<file path="src/rtl/uart_arb_pkg.sv">
// Shared types and default sizing for the UART transmit arbiter.
package uart_arb_pkg;

  localparam int unsigned DEF_NUM_REQ      = 4;
  localparam int unsigned DEF_DATA_W       = 8;
  localparam int unsigned DEF_BUSY_TIMEOUT = 16;

  typedef enum logic [1:0] {
    IDLE      = 2'd0,
    ISSUE     = 2'd1,
    WAIT_BUSY = 2'd2,
    WAIT_DONE = 2'd3
  } arb_state_t;

endpackage

</file>
<file path="src/rtl/uart_tx_arbiter_rr_pick.sv">
// Combinational round-robin selector: first set request above ptr, wrapping.
module rr_pick #(
  parameter int unsigned N  = 4,
  parameter int unsigned IW = (N > 1) ? $clog2(N) : 1
) (
  input  logic [N-1:0]  req,
  input  logic [IW-1:0] ptr,
  output logic [N-1:0]  gnt,
  output logic [IW-1:0] idx,
  output logic          any
);

  logic [IW-1:0] cand;

  // Scan offsets 1..N from the pointer so the last winner has lowest priority.
  always_comb begin
    gnt  = '0;
    idx  = '0;
    any  = 1'b0;
    cand = '0;
    for (int k = 1; k <= int'(N); k++) begin
      cand = IW'((32'(ptr) + 32'(k)) % 32'(N));
      if (!any && req[cand]) begin
        any       = 1'b1;
        idx       = cand;
        gnt[cand] = 1'b1;
      end
    end
  end

endmodule

</file>
<file path="src/rtl/uart_tx_arbiter.sv">
// Round-robin arbiter sharing one UART transmitter among NUM_REQ byte sources.
// Optional busy-rise timeout enabled by defining UART_ARB_TIMEOUT_EN.
module uart_tx_arbiter
  import uart_arb_pkg::*;
#(
  parameter int unsigned NUM_REQ      = DEF_NUM_REQ,
  parameter int unsigned DATA_W       = DEF_DATA_W,
  parameter int unsigned BUSY_TIMEOUT = DEF_BUSY_TIMEOUT
) (
  input  logic                        clk,
  input  logic                        rst,
  input  logic [NUM_REQ-1:0]          req_valid,
  input  logic [NUM_REQ*DATA_W-1:0]   req_data,
  output logic [NUM_REQ-1:0]          req_ready,
  output logic [DATA_W-1:0]           uart_din,
  output logic                        uart_wr_en,
  input  logic                        uart_tx_busy,
  output logic [$clog2(NUM_REQ)-1:0]  grant_id,
  output logic                        active,
  output logic                        timeout_err
);

  localparam int unsigned IW = $clog2(NUM_REQ);

  // Reject unsupported configurations at elaboration.
  if (NUM_REQ < 2 || NUM_REQ > 8 || DATA_W < 1 || BUSY_TIMEOUT < 1) begin : g_bad_param
    $error("uart_tx_arbiter: unsupported parameter set");
  end

  arb_state_t         state;
  logic [IW-1:0]      ptr;
  logic [NUM_REQ-1:0] pick_gnt;
  logic [IW-1:0]      pick_idx;
  logic               pick_any;
  logic               grant_ok;

  rr_pick #(.N(NUM_REQ), .IW(IW)) u_pick (
    .req (req_valid),
    .ptr (ptr),
    .gnt (pick_gnt),
    .idx (pick_idx),
    .any (pick_any)
  );

  // A grant is only offered from IDLE while the UART is free.
  assign grant_ok  = !rst && (state == IDLE) && !uart_tx_busy && pick_any;
  assign req_ready = grant_ok ? pick_gnt : '0;
  assign active    = (state != IDLE);

`ifdef UART_ARB_TIMEOUT_EN
  localparam int unsigned TW = $clog2(BUSY_TIMEOUT + 1);
  logic [TW-1:0] busy_cnt;
`else
  assign timeout_err = 1'b0;
`endif

  // Byte sequencer: latch winner, strobe wr_en, track tx_busy rise and fall.
  always_ff @(posedge clk) begin
    if (rst) begin
      state      <= IDLE;
      uart_din   <= '0;
      uart_wr_en <= 1'b0;
      grant_id   <= '0;
      ptr        <= IW'(NUM_REQ - 1);
`ifdef UART_ARB_TIMEOUT_EN
      busy_cnt    <= '0;
      timeout_err <= 1'b0;
`endif
    end else begin
      uart_wr_en <= 1'b0;
`ifdef UART_ARB_TIMEOUT_EN
      timeout_err <= 1'b0;
`endif
      unique case (state)
        IDLE: begin
          if (grant_ok) begin
            uart_din   <= req_data[32'(pick_idx)*DATA_W +: DATA_W];
            grant_id   <= pick_idx;
            ptr        <= pick_idx;
            uart_wr_en <= 1'b1;
            state      <= ISSUE;
          end
        end
        ISSUE: begin
          state <= WAIT_BUSY;
`ifdef UART_ARB_TIMEOUT_EN
          busy_cnt <= '0;
`endif
        end
        WAIT_BUSY: begin
          if (uart_tx_busy) begin
            state <= WAIT_DONE;
          end
`ifdef UART_ARB_TIMEOUT_EN
          else if (busy_cnt == TW'(BUSY_TIMEOUT - 1)) begin
            timeout_err <= 1'b1;
            state       <= IDLE;
          end else begin
            busy_cnt <= busy_cnt + TW'(1);
          end
`endif
        end
        WAIT_DONE: begin
          if (!uart_tx_busy) state <= IDLE;
        end
        default: state <= IDLE;
      endcase
    end
  end

endmodule
</file>
<file path="config.mk">
export PLATFORM = sky130hd
export DESIGN_NAME = uart_tx_arbiter
export DESIGN_NICKNAME = d
export VERILOG_FILES = /design/src/rtl/uart_arb_pkg.sv /design/src/rtl/uart_tx_arbiter_rr_pick.sv /design/src/rtl/uart_tx_arbiter.sv
export SDC_FILE = /design/constraint.sdc
export NUM_CORES = 1
export LEC_CHECK = 0
export ABC_CLOCK_PERIOD_IN_PS = 2700
export BUFFER_PORTS_ARGS = -buffer_cell sky130_fd_sc_hd__buf_2
export CAP_MARGIN = 10
export CORE_ASPECT_RATIO = 1.1
export CORE_UTILIZATION = 48
export DETAILED_ROUTE_END_ITERATION = 16
export MAX_ROUTING_LAYER = met4
export PLACE_DENSITY = 0.75
export SYNTH_ARGS = -nofsm -noshare
export SYNTH_HDL_FRONTEND = slang
export SYNTH_HIERARCHICAL = 1
export SYNTH_SLANG_ARGS = --single-unit
</file>
<file path="constraint.sdc">
create_clock -name clk -period 2.7 [get_ports clk]
set_input_delay 0.54 -clock clk [delete_from_list [all_inputs] [get_ports clk]]
set_output_delay 0.54 -clock clk [all_outputs]
set_load 0.01 [all_outputs]
</file>
==> metrics.md <==
| Metric | Value |
|---|---|
| Die Area | `3134 µm²` |
| Hold Crit Class | `reg -> reg` |
| Initial antenna violation count | `0` |
| RR Startpoint | `ptr[0]` |
| Final cell count without fillers | `249` |
| Ports | `56` |
| TritonCTS buffer count | `3` |
| Average routed wire per standard cell | `13.86 µm` |
| Vias in the first global route | `1248` |
| Dominant cells by area after synthesis | `dfxtp_1 (21%), mux4_2 (14%), ha_1 (9.8%), nand2_1 (8.6%), buf_6 (5.6%)` |
| Pwr per Cell Area | `803.7 nW/µm²` |
| Worst endpoint required time | `2.16 ns` |
| Crit path DAT | `2.10 ns` |
| CP Capture Type | `output port` |
| Initial Utilization | `50.36%` |
| Max Cap Viol | `0` |
| Leakage power | `0.8456 nW` |
| Vias per cell | `5.538` |
| Post-route ant nets | `0` |
| Post-synth design cell area | `1399 µm²` |
| Mean area per synthesized cell | `9.143 µm²` |
| DR pass1 iterations | `4` |
| Area grow syn2layout | `29.16%` |
| Max clock buf depth | `2` |
| Setup TNS | `0 ns` |
| 1st-iter DRT viols | `71` |
| Highest metal used | `met4` |
| Synth top area share | `21.47%` |
| DP Wirelength | `2750 µm` |
| Reg clk slew, reported paths | `0.09 ns` |
| Syn_nets | `203` |
| Outcome | `complete, no violations` |
| Commonest cells after routing, fill and taps aside | `buf_2 (54), nand2_1 (32), dfxtp_1 (14)` |
| Fin. max-slew vios | `0` |
| Clk_lat worst skew | `0.29 ns` |
| Count of final hold-check violations | `0` |
| Worst hold start | `uart_din[3]` |
| Share of cells above drive strength 1 | `48.15%` |
| Sequential share of the synthesized area | `21.47%` |
| CORE AREA | `2778 µm²` |
| GRT Total Usage | `24.07%` |
| Root Driver | `clkbuf_4` |
| Most common cell after layout, fill and taps aside | `buf_2` |
| Die W | `53.47 µm` |
| Critical-path maximum fanout | `5` |
| Mapped Cells | `153` |
| DR vias | `1379` |
| Seq cells post-synth | `15` |
| Clock skew | `0.003780 ns` |
| WS Path Type | `reg -> out` |
| Setup violations, final | `0` |
| Worst VDD drop | `0.0004212 V` |
| Critical path origin | `ptr[0]` |
| Nets | `267` |
| Crit path launch type | `flip-flop` |
| Final wirelength | `3452 µm` |
| Largest net degree at the start of global routing | `24` |
| Diode count | `0` |
| Total grt overflow | `0` |
| Period utilization | `97.61%` |
| Rows | `20` |
| Yosys cell types | `40` |
| CTS H-tree depth | `1` |
| PortBufs | `54` |
| TritonCTS clock tree | `yes` |
| RePlAce Congestion | `0.8220` |
| Wl on met1 | `1463 µm` |
| First-pass GRT wire length | `5354 µm` |
| Clk sink count | `15` |
| DP Cell Count | `242` |
| DRC | `0` |
| Achievable Freq | `379.4 MHz` |
| RSZ-0062 raised after global routing | `yes` |
| Post-synth top area cell | `dfxtp_1` |
| Die height | `58.62 µm` |
| Min Tclk post-route | `2.635 ns` |
| Met2 routed WL | `1826 µm` |
| Wire length on met3 | `106 µm` |
| Ys Warns | `6` |
==> where the power goes <==
part / switching (W) / internal, W
Combinational: 0.000484 / 0.000503
Clock: 0.0000754 / 0.0000552
Sequential: 0.0000424 / 0.000292
==> stage by stage <==
step | worst slack [ns] | area [µm²] | utilization (%) | total power (W) | hold slack [ns]
6_report | 0.06454 | 1807 | 65.05 | 0.001452 | 0.4604
3_3_place_gp | 0.1167 | 1718 | 61.85 | 0.001236 | 0.4345
2_1_floorplan | 0.2088 | 1399 | - | 0.001034 | 0.4709
5_1_grt | -0.001252 | 1807 | 65.05 | 0.001563 | 0.4812
3_5_place_dp | 0.06717 | 1718 | 61.85 | 0.001278 | 0.4498
4_1_cts | 0.02028 | 1759 | 63.33 | 0.001428 | 0.4649
==> area by class of cell <==
cell class	instances	area (µm²)
multi-input cells	119	989.7
fillers	223	970.9
repair buffers	70	414.1
flip-flops and latches	15	304.0
well taps	33	41.29
inverters	8	30.03
clock buffers	3	22.52
clock inverters	1	5.005
==> cells by family after synthesis <==
kind of cell / synth area share (%)
buffers and inverters: 9.481
other: 0.2681
DFF: 21.47
and+or+nand+nor: 18.69
AOI/OAI and AO/OA: 21.29
adders and majority gates: 9.839
muxes: 18.96
==> critical path, stage by stage (launching register included) <==
cell	delay, ns
dfxtp_4	0.40
mux4_2	0.55
buf_6	0.15
a211oi_4	0.25
a221o_1	0.20
and2_4	0.12
buf_2	0.12
==> synth_stat cells <==
library cell  instances
nand2_1              32
dfxtp_1              15
ha_1                 11
mux4_2                9
buf_6                 7
inv_1                 7
o21ai_1               7
o21ai_2               7
nor2_1                6
a21oi_1               5
a221o_1               4
mux2i_1               4
nand2b_1              4
a211oi_1              3
a21boi_0              2
and2_1                2
and2_4                2
buf_4                 2
nand3_1               2
o21ai_0               2
a211oi_4              1
a21oi_2               1
a221oi_1              1
a221oi_2              1
a31oi_1               1
and4bb_1              1
clkbuf_1              1
clkbuf_2              1
conb_1                1
inv_2                 1
mux2i_4               1
nor2_2                1
nor2b_1               1
nor3_1                1
nor4_1                1
nor4b_1               1
o22a_1                1
o22ai_2               1
o31a_1                1
or3b_1                1
==> flip-flops by register name, indices dropped and copies added, names as in the netlist <==
name and flops:
state 2, ptr 2, uart_din 8, uart_wr_en 1, grant_id 2
==> worst paths after layout <==
path	depth (start not counted)	to	slack, ns
worst min register to register	2	uart_din[3]	0.46
worst max-delay path	6	req_ready[1]	0.06
worst max register to register	10	uart_din[1]	0.24
worst min-delay path	2	uart_din[3]	0.46
==> metal layers <==
metal / vias to the layer above / global-route usage [%]
li1: 671 / -
met1: 663 / 26.81
met2: 36 / 43.21
met3: 9 / 2.584
met4: 0 / 8.647
met5: - / -
==> what timing repair did <==
action	in CTS	in global routing
resized for setup	3	7
setup buffers	0	3
pin swaps	0	1
hold buffers	0	0
setup endpoints to repair	4	4
Note: power is estimated with default switching activity, not from simulation.
